`config.mk`:
```
export PLATFORM = sky130hd
export DESIGN_NAME = mpmc11_rd_data_gather
export DESIGN_NICKNAME = d
export VERILOG_FILES = /design/src/rtl/mpmc11_rd_data_gather.sv
export SDC_FILE = /design/constraint.sdc
export NUM_CORES = 2
export LEC_CHECK = 0
export CORE_MARGIN = 1.5
export CORE_UTILIZATION = 49
export DETAILED_ROUTE_END_ITERATION = 6
export PLACE_DENSITY_LB_ADDON = 0.15
export SYNTH_ARGS = -nofsm -noshare
export SYNTH_HDL_FRONTEND = slang
export SYNTH_SLANG_ARGS = --single-unit
```
`constraint.sdc`:
```
create_clock -name clk -period 9.2 [get_ports clk]
set_clock_uncertainty 0.05 [all_clocks]
set_input_delay 2.3 -clock clk [delete_from_list [all_inputs] [get_ports clk]]
set_output_delay 2.3 -clock clk [all_outputs]
set_load 0.05 [all_outputs]
```
`src/rtl/mpmc11_rd_data_gather.sv`:
```
// ---------------------------------------------------------------------------
// mpmc11_rd_data_gather : buffers DRAM read beats and returns them, address-tagged, to a channel
// Revision: 1.0
// ---------------------------------------------------------------------------
`default_nettype none

module mpmc11_rd_data_gather #(
  parameter int WID   = 256,
  parameter int DEPTH = 16
) (
  input  logic           clk,
  input  logic           rst,
  input  logic           start,
  input  logic [7:0]     burst_len,
  input  logic [31:0]    addr_base,
  input  logic           rd_data_valid,
  input  logic [WID-1:0] rd_data,
  output logic           out_valid,
  input  logic           out_ready,
  output logic [WID-1:0] out_data,
  output logic [31:0]    out_addr,
  output logic           out_last,
  output logic           busy,
  output logic           done,
  output logic           err_overflow,
  output logic           err_unexp
);

  localparam int c_AW      = $clog2(DEPTH);
  localparam int c_INC_AMT = WID / 8;

  localparam logic [1:0] c_S_IDLE    = 2'd0;
  localparam logic [1:0] c_S_COLLECT = 2'd1;
  localparam logic [1:0] c_S_DRAIN   = 2'd2;

  logic [1:0]      r_state;
  logic [1:0]      w_next_state;

  logic [7:0]      r_len;
  logic [31:0]     r_addr;
  logic [8:0]      r_rcv_cnt;
  logic [8:0]      r_out_cnt;

  logic [WID-1:0]  r_mem [DEPTH];
  logic [c_AW-1:0] r_wr_ptr;
  logic [c_AW-1:0] r_rd_ptr;
  logic [c_AW:0]   r_count;

  logic            r_done;
  logic            r_err_ovf;
  logic            r_err_unexp;

  logic            w_start;
  logic            w_push;
  logic            w_push_ok;
  logic            w_pop;
  logic            w_full;
  logic            w_empty;
  logic            w_unexp;
  logic            w_rcv_done;
  logic            w_last;
  logic [29:0]     w_addr_sum;

  assign w_start    = start & (r_state == c_S_IDLE);
  assign w_full     = (r_count == (c_AW+1)'(DEPTH));
  assign w_empty    = (r_count == '0);
  assign w_push     = rd_data_valid & (r_state == c_S_COLLECT);
  assign w_unexp    = rd_data_valid & (r_state != c_S_COLLECT);
  assign w_pop      = ~w_empty & out_ready;
  assign w_push_ok  = w_push & (~w_full | w_pop);
  assign w_rcv_done = w_push & (r_rcv_cnt == {1'b0, r_len});

  // Once draining, the sole remaining entry is the final beat even if an
  // earlier overflow dropped one and out_cnt can no longer reach len.
  assign w_last = ~w_empty &
                  ((r_out_cnt == {1'b0, r_len}) |
                   ((r_state == c_S_DRAIN) & (r_count == (c_AW+1)'(1))));

  assign w_addr_sum = r_addr[29:0] + (30'(r_out_cnt) * 30'(c_INC_AMT));

  // State register
  always_ff @(posedge clk or posedge rst) begin
    if (rst) begin
      r_state <= c_S_IDLE;
    end else begin
      r_state <= w_next_state;
    end
  end

  // Next-state logic
  always_comb begin
    w_next_state = r_state;
    case (r_state)
      c_S_IDLE:    if (w_start)          w_next_state = c_S_COLLECT;
      c_S_COLLECT: if (w_rcv_done)       w_next_state = c_S_DRAIN;
      c_S_DRAIN:   if (w_pop & w_last)   w_next_state = c_S_IDLE;
      default:                           w_next_state = c_S_IDLE;
    endcase
  end

  // Output logic
  always_comb begin
    busy         = (r_state != c_S_IDLE);
    out_valid    = ~w_empty;
    out_last     = w_last;
    out_data     = w_empty ? '0 : r_mem[r_rd_ptr];
    out_addr     = w_empty ? '0 : {2'b00, w_addr_sum};
    done         = r_done;
    err_overflow = r_err_ovf;
    err_unexp    = r_err_unexp;
  end

  // Burst bookkeeping and sticky errors
  always_ff @(posedge clk or posedge rst) begin
    if (rst) begin
      r_len       <= '0;
      r_addr      <= '0;
      r_rcv_cnt   <= '0;
      r_out_cnt   <= '0;
      r_done      <= 1'b0;
      r_err_ovf   <= 1'b0;
      r_err_unexp <= 1'b0;
    end else begin
      r_done <= w_pop & w_last;
      if (w_start) begin
        r_len       <= burst_len;
        r_addr      <= {addr_base[31:5], 5'h0};
        r_rcv_cnt   <= '0;
        r_out_cnt   <= '0;
        r_err_ovf   <= 1'b0;
        r_err_unexp <= 1'b0;
      end else begin
        if (w_push) r_rcv_cnt <= r_rcv_cnt + 9'd1;
        if (w_pop)  r_out_cnt <= r_out_cnt + 9'd1;
      end
      if (w_push & w_full & ~w_pop) r_err_ovf   <= 1'b1;
      if (w_unexp)                  r_err_unexp <= 1'b1;
    end
  end

  // FIFO pointers; a new burst always starts from an empty buffer
  always_ff @(posedge clk or posedge rst) begin
    if (rst) begin
      r_wr_ptr <= '0;
      r_rd_ptr <= '0;
      r_count  <= '0;
    end else if (w_start) begin
      r_wr_ptr <= '0;
      r_rd_ptr <= '0;
      r_count  <= '0;
    end else begin
      if (w_push_ok) r_wr_ptr <= r_wr_ptr + c_AW'(1);
      if (w_pop)     r_rd_ptr <= r_rd_ptr + c_AW'(1);
      case ({w_push_ok, w_pop})
        2'b10:   r_count <= r_count + (c_AW+1)'(1);
        2'b01:   r_count <= r_count - (c_AW+1)'(1);
        default: r_count <= r_count;
      endcase
    end
  end

  always_ff @(posedge clk) begin
    if (w_push_ok) r_mem[r_wr_ptr] <= rd_data;
  end

endmodule

`default_nettype wire

```
==> flow_metrics.tcl <==
set metrics [dict create \
    wl_met1_um 152000 \
    critPathArrivalTime_ns 5.10 \
    worst_ep_required_time_ns 6.85 \
    synth_compound_area_frac 0.003433 \
    end_kind "output pin" \
    dp_cells 11110 \
    grt_pass1_wl_um 542700 \
    die-height_um 573.1 \
    peakVddDrop_mv 0.3657 \
    clkSlewWorstSetupHoldPaths_ns 0.06 \
    fp.dieW_um 573.1 \
    post_cts_buffers 0 \
    synth_top_family_by_area "multiplexers" \
    power.density_mw_per_mm2 335.5 \
    synth_warnings 0 \
    root_buffer "clkbuf_16" \
    yosys.area_share.adder 0.001697 \
    vias 71990 \
    placed_area_mm2 0.1709 \
    rr_endpoint "r_mem[1][155]$_DFFE_PP_" \
    multi_input_area_mm2 0.03298 \
    finalCritPeriodShare 0.8093 \
    hold_slack_ns 0.4676 \
    area_growth_pct 15.73 \
    syn_inst 6408 \
    tightest_slew_ns 1.300 \
    yosysSeqAreaShare 0.7832 \
    track_usage 0.2290 \
    clkSinkCount 4165 \
    min_to "r_addr[5]$_DFFE_PP0P_" \
    hold_path.class "reg -> reg" \
    grt.overflow.total 0 \
    synth_cell_types 57 \
    pwr-share-seq 0.377 \
    rows 209 \
    rsz0062_at_grt "false" \
    grt_max_degree 117 \
    holdPathStages 1 \
    antenna_found_initial 103 \
    synth_mux_area_frac 0.1836 \
    wl_met2_um 187400 \
    drv_slew 0 \
    ys_async_sr_fraction 0.01657 \
    h-tree-depth 5 \
    clock_path_buffers 4 \
    wl_um 375700 \
    final-setup-viol-count 0 \
    reg2reg_depth 5 \
    p_int_mw 41.17 \
    status "finished, final reports clean" \
    synthFlopType "edfxtp_1" \
    netSwitchingFraction 0.3342 \
    via_per_inst 6.031 \
    cts_buffers 423 \
    seq_area_mm2 0.1247 \
    dieArea_mm2 0.3284 \
    place.detailed.hpwl_um 184100 \
    fin_area_mm2 0.1843 \
    portBuffers 580 \
    min-delay-start "r_addr[5]$_DFFE_PP0P_" \
    ys_seq_elements 4165 \
    synth_area_per_cell_um2 24.85 \
    max_cap_viol_count 0 \
    switching_power_mw 20.66 \
    first_pass_iters 6 \
    coreArea_mm2 0.3237 \
    wl_per_cell_um 31.48 \
    max_slew_margin 0.1219 \
    final_nets 7533 \
    crit-reg2reg-launch "r_state[1]$_DFFE_PP0P_" \
    period_needed_ns 7.446 \
    setup.worst_path.start_class "flip-flop" \
    grt_pass1_vias 75670 \
    detail-route-antenna-nets 0 \
    drt_iter0_markers 6707 \
    highest-signal-layer "met5" \
    cts_hold_buffers 0 \
    max_clock_freq_mhz 134.3 \
    synth_area_mm2 0.1593 \
    clkLatencyLatePin_ns 0.96 \
    layout-drive-gt1-share 0.2703 \
    drc 0 \
    fillers 23570 \
    cts_resized 0 \
    pwr-share-clk 0.268 \
    cts_tree "done" \
    synth-xor-area-share 0.002420 \
    gp_congestion 0.7702 \
    crit_path_max_fanout 62 \
    ios 595 \
    power_frac_comb 0.355 \
    initial_utilization 0.4919 \
    met3_length_um 26830 \
    hold_viol 0 \
    reg2reg_slack_ns 4.66 \
    yosys.area_share.simple 0.01542 \
    crit_type "reg -> out" \
    synth_edf_count 4096 \
    fin_cells 11940 \
    leakagePower_nw 56.85 \
]
[logic make-up after synthesis]
group	Yosys count
DFF	4165
muxes	1317
and+or+nand+nor	424
buffers and inverters	357
AOI/OAI and AO/OA	79
xor gates and xnor gates	44
adders and majority gates	21
other	1
[power groups by stage]
stage,combinational [mW],clock (mW),sequential (mW)
2_1_floorplan,15.1,0,23.7
3_3_place_gp,22.3,0,23.6
3_5_place_dp,22.3,0,23.7
4_1_cts,22.4,16.9,23.3
5_1_grt,23.1,17.6,23.4
6_report,22.0,16.6,23.3
[routing by layer]
layer,GRT usage,vias to the layer above
met5,0,-
met4,0.06006,76
met3,0.04715,643
met2,0.3789,2335
met1,0.3131,39600
li1,-,29340
[cell usage in the layout, fill, tap and decap left out, drive strengths merged, types with 37 or more instances in the layout]
cell and n:
mux4 1280, clkdlybuf4s50 580, clkbuf 533, diode 47, buf 133, clkinv 191
dfrtp 69, edfxtp 4096, nand2 37, nor2 45, and2 270
[cells in the mapped netlist, types with 2 or more instances]
cell      count  area (um^2)
o31ai_1       4        30.03
a21boi_0      2        15.01
inv_1        15        56.30
nor2b_1       3        18.77
dfrtp_1      69         1727
o21ai_0       7        35.03
or4_1         4        30.03
o41ai_1       3        26.28
nand4_1      20        125.1
and2_1      270         1689
a211oi_1      2        15.01
nor3_1        7        35.03
buf_6        17        191.4
a31oi_1       2        12.51
mux2_2       31        349.1
buf_1        21        78.83
or3_1         2        12.51
nand3b_1      2        15.01
a21o_1        6        45.04
and3_1        6        37.54
xor2_1       19        166.4
ha_1         20        250.2
nand2b_1      6        37.54
nand2_1      37        138.9
buf_2       106        530.5
mux4_2     1280        28830
edfxtp_1   4096       123000
nor2_1       45        168.9
nand3_1      11        55.05
and4_1        7        61.31
a211o_1       2        17.52
o22ai_1       3        18.77
o21a_1        7        52.55
buf_4         7        52.55
a2111o_1      5        56.30
mux2i_1       6        60.06
clkbuf_1    190        713.2
a21oi_1      25        125.1
xnor2_1      25        219.0
[layout make-up]
type | instances | area share
antenna | 47 | 0.0006381
clock buffer | 533 | 0.05984
clock inverter | 246 | 0.01246
inverter | 16 | 0.0003666
multi-input combinational | 1892 | 0.1789
sequential | 4165 | 0.6768
tap | 4325 | 0.02936
timing repair buffer | 713 | 0.04160
[sequential cells by signal, indices dropped and copies added, names as in the netlist, 2 cells and up]
register	flops
r_addr	25
r_out_cnt	9
r_len	8
r_wr_ptr	4
r_state	2
r_count	5
r_mem	4096
r_rd_ptr	4
r_rcv_cnt	9
[critical path, cell delays in order (launching register included)]
cell,delay (ns)
dfrtp_4,1.10
buf_4,0.42
buf_12,0.43
mux4_2,0.58
mux4_2,0.47
and2_1,0.24
clkdlybuf4s50_1,0.74
[worst max-delay path by stage]
| stage | from | endpoint | slack (ns) | depth (start not counted) |
|---|---|---|---|---|
| after global routing | r_rd_ptr[0]$_DFFE_PP0P_ | out_data[227] | 1.49 | 6 |
| after floorplan | rd_data_valid | r_mem[2][0]$_DFFE_PP_ | -0.56 | 4 |
| after global placement | rd_data_valid | r_mem[1][155]$_DFFE_PP_ | 2.43 | 6 |
| final | r_rd_ptr[0]$_DFFE_PP0P_ | out_data[227] | 1.75 | 6 |
| after CTS | r_rd_ptr[0]$_DFFE_PP0P_ | out_data[219] | 1.57 | 6 |
| after detailed placement | rd_data_valid | r_mem[1][173]$_DFFE_PP_ | 2.32 | 6 |
[metrics by stage]
step                      setup WS (ns)  total power, mW  utilization  TNS [ns]
after floorplan                 -0.5641            38.82            -  -1312.75
after global placement            2.425            45.91       0.5278         0
after detailed placement          2.323            46.02       0.5278         0
after CTS                         1.570            62.60       0.5689         0
after global routing              1.489            64.12       0.5691         0
final                             1.754            61.83       0.5693         0
Note: power is estimated with default switching activity, not from simulation.
